===== src/rtl/aes_result_display.sv =====
// Latches the AES ciphertext on done, stretches done into a visible indication,
// and shows one nibble at a time on the LEDs, stepped by a debounced push-button.
module aes_result_display #(
  parameter int DATA_W          = 128,
  parameter int HOLD_CYCLES     = 100_000_000,
  parameter int DEBOUNCE_CYCLES = 1_000_000
) (
  input  logic                         clk,
  input  logic                         rst_n,
  input  logic                         done_i,
  input  logic [DATA_W-1:0]            ct_i,
  input  logic                         btn_i,
  output logic [3:0]                   led_o,
  output logic                         done_latched_o,
  output logic                         valid_o,
  output logic [$clog2(DATA_W/4)-1:0]  nib_idx_o
);

  localparam int NIB_N  = DATA_W / 4;
  localparam int IDX_W  = $clog2(NIB_N);
  localparam int HOLD_W = (HOLD_CYCLES > 1) ? $clog2(HOLD_CYCLES) : 1;
  localparam int DB_W   = (DEBOUNCE_CYCLES > 1) ? $clog2(DEBOUNCE_CYCLES) : 1;

  localparam logic [IDX_W-1:0]  IDX_LAST  = IDX_W'(NIB_N - 1);
  localparam logic [HOLD_W-1:0] HOLD_LAST = HOLD_W'(HOLD_CYCLES - 1);
  localparam logic [DB_W-1:0]   DB_LAST   = DB_W'(DEBOUNCE_CYCLES - 1);

  localparam logic [1:0] ST_EMPTY = 2'd0;
  localparam logic [1:0] ST_HOLD  = 2'd1;
  localparam logic [1:0] ST_SHOW  = 2'd2;

  logic [1:0]        state_q, state_d;
  logic [DATA_W-1:0] ct_q, ct_d;
  logic [IDX_W-1:0]  idx_q, idx_d;
  logic [HOLD_W-1:0] hold_cnt_q, hold_cnt_d;
  logic [DB_W-1:0]   db_cnt_q, db_cnt_d;
  logic              sync1_q, sync1_d;
  logic              sync2_q, sync2_d;
  logic              db_q, db_d;
  logic              step;

  // Debounce: a new level is accepted only after DEBOUNCE_CYCLES consecutive differing samples.
  always_comb begin
    sync1_d  = btn_i;
    sync2_d  = sync1_q;
    db_d     = db_q;
    db_cnt_d = '0;
    if (sync2_q != db_q) begin
      if (db_cnt_q == DB_LAST) begin
        db_d = sync2_q;
      end else begin
        db_cnt_d = db_cnt_q + 1'b1;
      end
    end
  end

  assign step = db_d & ~db_q;

  always_comb begin
    state_d    = state_q;
    ct_d       = ct_q;
    idx_d      = idx_q;
    hold_cnt_d = hold_cnt_q;
    if (done_i) begin
      // A capture always wins over a coincident step and restarts the full hold window.
      ct_d       = ct_i;
      idx_d      = '0;
      hold_cnt_d = HOLD_LAST;
      state_d    = ST_HOLD;
    end else begin
      if (step && (state_q != ST_EMPTY)) begin
        idx_d = (idx_q == IDX_LAST) ? '0 : idx_q + 1'b1;
      end
      if (state_q == ST_HOLD) begin
        if (hold_cnt_q == '0) begin
          state_d = ST_SHOW;
        end else begin
          hold_cnt_d = hold_cnt_q - 1'b1;
        end
      end
    end
  end

  always_ff @(posedge clk or negedge rst_n) begin
    if (!rst_n) begin
      state_q    <= ST_EMPTY;
      ct_q       <= '0;
      idx_q      <= '0;
      hold_cnt_q <= '0;
      db_cnt_q   <= '0;
      sync1_q    <= 1'b0;
      sync2_q    <= 1'b0;
      db_q       <= 1'b0;
    end else begin
      state_q    <= state_d;
      ct_q       <= ct_d;
      idx_q      <= idx_d;
      hold_cnt_q <= hold_cnt_d;
      db_cnt_q   <= db_cnt_d;
      sync1_q    <= sync1_d;
      sync2_q    <= sync2_d;
      db_q       <= db_d;
    end
  end

  assign valid_o        = (state_q != ST_EMPTY);
  assign done_latched_o = (state_q == ST_HOLD);
  assign nib_idx_o      = idx_q;
  assign led_o          = valid_o ? ct_q[DATA_W-1-4*int'(idx_q) -: 4] : 4'h0;

endmodule


===== config.mk =====
export PLATFORM = sky130hd
export DESIGN_NAME = aes_result_display
export DESIGN_NICKNAME = d
export VERILOG_FILES = /design/src/rtl/aes_result_display.sv
export SDC_FILE = /design/constraint.sdc
export NUM_CORES = 1
export LEC_CHECK = 0
export BUFFER_PORTS_ARGS = -buffer_cell sky130_fd_sc_hd__buf_2
export CAP_MARGIN = 0
export CORE_AREA = 2 2 196 102
export CTS_CLUSTER_SIZE = 8
export DETAILED_ROUTE_END_ITERATION = 8
export DIE_AREA = 0 0 198 104
export HOLD_SLACK_MARGIN = 0.1
export MAX_ROUTING_LAYER = met4
export PLACE_DENSITY_LB_ADDON = 0.3
export SLEW_MARGIN = 10
export SYNTH_ARGS = -nofsm -noshare
export SYNTH_HDL_FRONTEND = slang
export SYNTH_SLANG_ARGS = --single-unit

===== constraint.sdc =====
create_clock -name clk -period 2.45 [get_ports clk]
set_input_delay 0 -clock clk [delete_from_list [all_inputs] [get_ports clk]]
set_output_delay 0 -clock clk [all_outputs]
set_load 0.005 [all_outputs]

==> impl_metrics.tcl <==
set metrics [dict create \
    layout_min_cycle_time_ns 2.331 \
    yosys-top-cells-area "dfrtp_1 (53%), mux2_2 (17%), mux4_2 (7.2%), nor2_1 (1.9%), xor2_1 (1.9%)" \
    cts.reportedPaths.clkPinSlew_ns 0.07 \
    setup_viol 0 \
    cts_sinks 185 \
    period_share_pct 95.15 \
    comb_power_share_pct 13.7 \
    p_total_w 0.007126 \
    syn_area_um2 8752 \
    ios 143 \
    synth_enable_flop_cells 0 \
    cts_tree "built" \
    hold_path_class "in2async" \
    cts_inserted_buffers 17 \
    final_common_cell "dfrtp_1" \
    fin_hold_ws_ns 0.1565 \
    mostFrequentLayoutCells "dfrtp_1 (182), buf_2 (140), mux2_2 (133), dlygate4sd3_1 (131), nor2_1 (45)" \
    worstPathMaxFanout 13 \
    maxUsedRoutingLayer "met4" \
    yosysWarnings 0 \
    cts_root_buf "clkbuf_16" \
    drc 0 \
    max-vdd-ir-drop_uv 442.8 \
    clock.fmax_ghz 0.4290 \
    power.density_nw_per_um2 599.9 \
    dieArea_um2 20590 \
    switching_share_pct 25.53 \
    synth_top_area_share_pct 52.89 \
    setup_slack_ns 0.1188 \
    grt.total_usage_pct 24.01 \
    core_um2 18960 \
    dr.pass1.iters 4 \
    drt-met1-wl_mm 11.27 \
    yosysUniqueCellTypes 53 \
    internal-power_w 0.005307 \
    ys_ff_latch 185 \
    clkPwrFrac_pct 38.2 \
    routed_wl_mm 22.81 \
    worstSetupPathType "reg2out" \
    nFillCells 1417 \
    arrival_ns 2.33 \
    post-dp-hpwl_mm 14.63 \
    skew_ns 0.008287 \
    layout.nets 1098 \
    dieWidth_um 198 \
    rsz0062_at_grt "false" \
    syn_to_final_growth_pct 35.73 \
    fin_util_pct 62.64 \
    insertion_delay_ns 0.43 \
    grt_start_max_net_pins 81 \
    port_buffers 142 \
    hold_viol 0 \
    cap_viol_max_count 0 \
    first_global_vias 6693 \
    power_leakage_nw 4.987 \
    synthArstFlopShare_pct 100.0 \
    place_ws_ns 0.1486 \
    rows 36 \
    place.gp.congestion 0.8367 \
    ys.flop_type "dfrtp_1" \
    status "completed" \
    syn_avg_cell_area_um2 12.89 \
    p_seq_share_pct 48.1 \
    insertedDiodeCount 0 \
    via_per_inst 5.265 \
    vias 6534 \
    ant_nets 0 \
    detail_route.iter0.violations 420 \
    setup.worst_path.end_class "primary output" \
    clockBufferDepth 2 \
    setup_tns_ns 0 \
    ys_seq_area_share_pct 52.89 \
    fp.dieH_um 104 \
    wl_per_cell_um 18.38 \
    start_util_pct 46.15 \
    grt-ovfl-total 0 \
    antenna_found_initial 0 \
    h-tree-depth 4 \
    dr_wl_met2_mm 10.16 \
    required_ns 2.45 \
    drv_slew 0 \
    grt_pass1_wl_mm 36.74 \
    max_slew.worst_pin.slew_ns 0.8493 \
    worst_setup_path_start_kind "flop" \
    syn_nets 815 \
    yosys.area.top_type "dfrtp_1" \
    synthCells 679 \
    p_sw_w 0.001819 \
    slew_headroom_pct 42.86 \
    drive_gt1_share_pct 39.08 \
    dr_wl_met3_mm 1.133 \
]
metrics by stage:
| stage | std cells | cell area, um^2 |
|---|---|---|
| CTS | 1239 | 11830 |
| global placement | 1073 | 9894 |
| detailed placement | 1073 | 9894 |
| floorplan | 679 | 8752 |
| finish | 1241 | 11880 |
| global route | 1241 | 11880 |
cells by family after synthesis:
kind of cell	Yosys count	synth area share, %
AOI/OAI and AO/OA	43	3.503
xor gates and xnor gates	30	3.002
adders and majority gates	4	0.5719
buffers and inverters	44	2.030
DFF	185	52.89
muxes	171	25.46
and+or+nand+nor	202	12.54
sequential cells by signal (all words and copies together), names as in the netlist:
name	flops
hold_cnt_q	27
db_cnt_q	20
ct_q	128
state_q	2
sync2_q	1
nib_idx_o	5
db_q	1
sync1_q	1
layout make-up:
class	count	area, um^2	area share (%)
multi-input combinational	450	3975	33.46
clock inverter	14	137.6	1.159
sequential	185	4633	39.00
timing repair buffer	301	2335	19.65
tap	266	332.8	2.802
inverter	7	26.28	0.2212
clock buffer	18	439.2	3.697
final timing paths:
path | slack (ns) | from | cells past startpoint | endpoint
worst max-delay path | 0.12 | nib_idx_o[0] | 6 | led_o[3]
worst min-delay path | 0.16 | rst_n | 3 | ct_q[27]
worst max register to register | 0.14 | hold_cnt_q[0] | 8 | hold_cnt_q[23]
worst min register to register | 0.35 | sync1_q | 0 | sync2_q
max in group asynchronous | 1.94 | rst_n | 3 | ct_q[103]
min in group clk | 0.21 | btn_i | 2 | sync1_q
worst max-delay path, cell delays in order (launching register included):
cell and delay, ns:
dfrtp_2 0.46, buf_6 0.19, nor4_1 0.75, nand2_1 0.10, o2111ai_1 0.17, nor3_1 0.08, buf_2 0.14
cells in the mapped netlist (all sizes together) (2+ instances only):
cell,n
nand3b,6
xor2,19
nor3b,3
nand3,14
mux2,133
o21ai,9
nor4,9
o2111ai,4
and4,4
o41ai,2
nor3,20
mux4,28
a2111oi,2
and3,7
dfrtp,185
nand2,42
or3b,4
or4,6
inv,7
nand4,9
ha,4
a211oi,2
xnor2,11
a31oi,3
or3,7
o22ai,8
a211o,2
a21oi,4
or2,2
nor2,45
clkbuf,31
buf,6
nor2b,4
mux2i,10
nand2b,15
o211ai,3
power groups by stage:
stage,Combinational (W),Sequential [W],Clock [W]
6_report,0.000978,0.00343,0.00272
5_1_grt,0.00106,0.00346,0.00292
4_1_cts,0.000960,0.00342,0.00277
3_5_place_dp,0.000789,0.00348,0
3_3_place_gp,0.000775,0.00347,0
2_1_floorplan,0.000487,0.00341,0
metal layers:
metal,up-vias,GRT usage (%)
met5,-,-
met3,21,4.410
met1,3273,35.04
li1,3058,-
met4,0,4.941
met2,182,35.29
timing repair:
| action | 4_1_cts | 5_1_grt |
|---|---|---|
| hold buffers | 132 | 0 |
| resized for setup | 2 | 6 |
| setup buffers | 2 | 2 |
| setup endpoints to repair | 4 | 8 |
| pin swaps | 0 | 1 |
| endpoints found under the hold margin | 320 | 0 |
| cloned | 0 | 0 |
(Power assumes the default switching activity.)
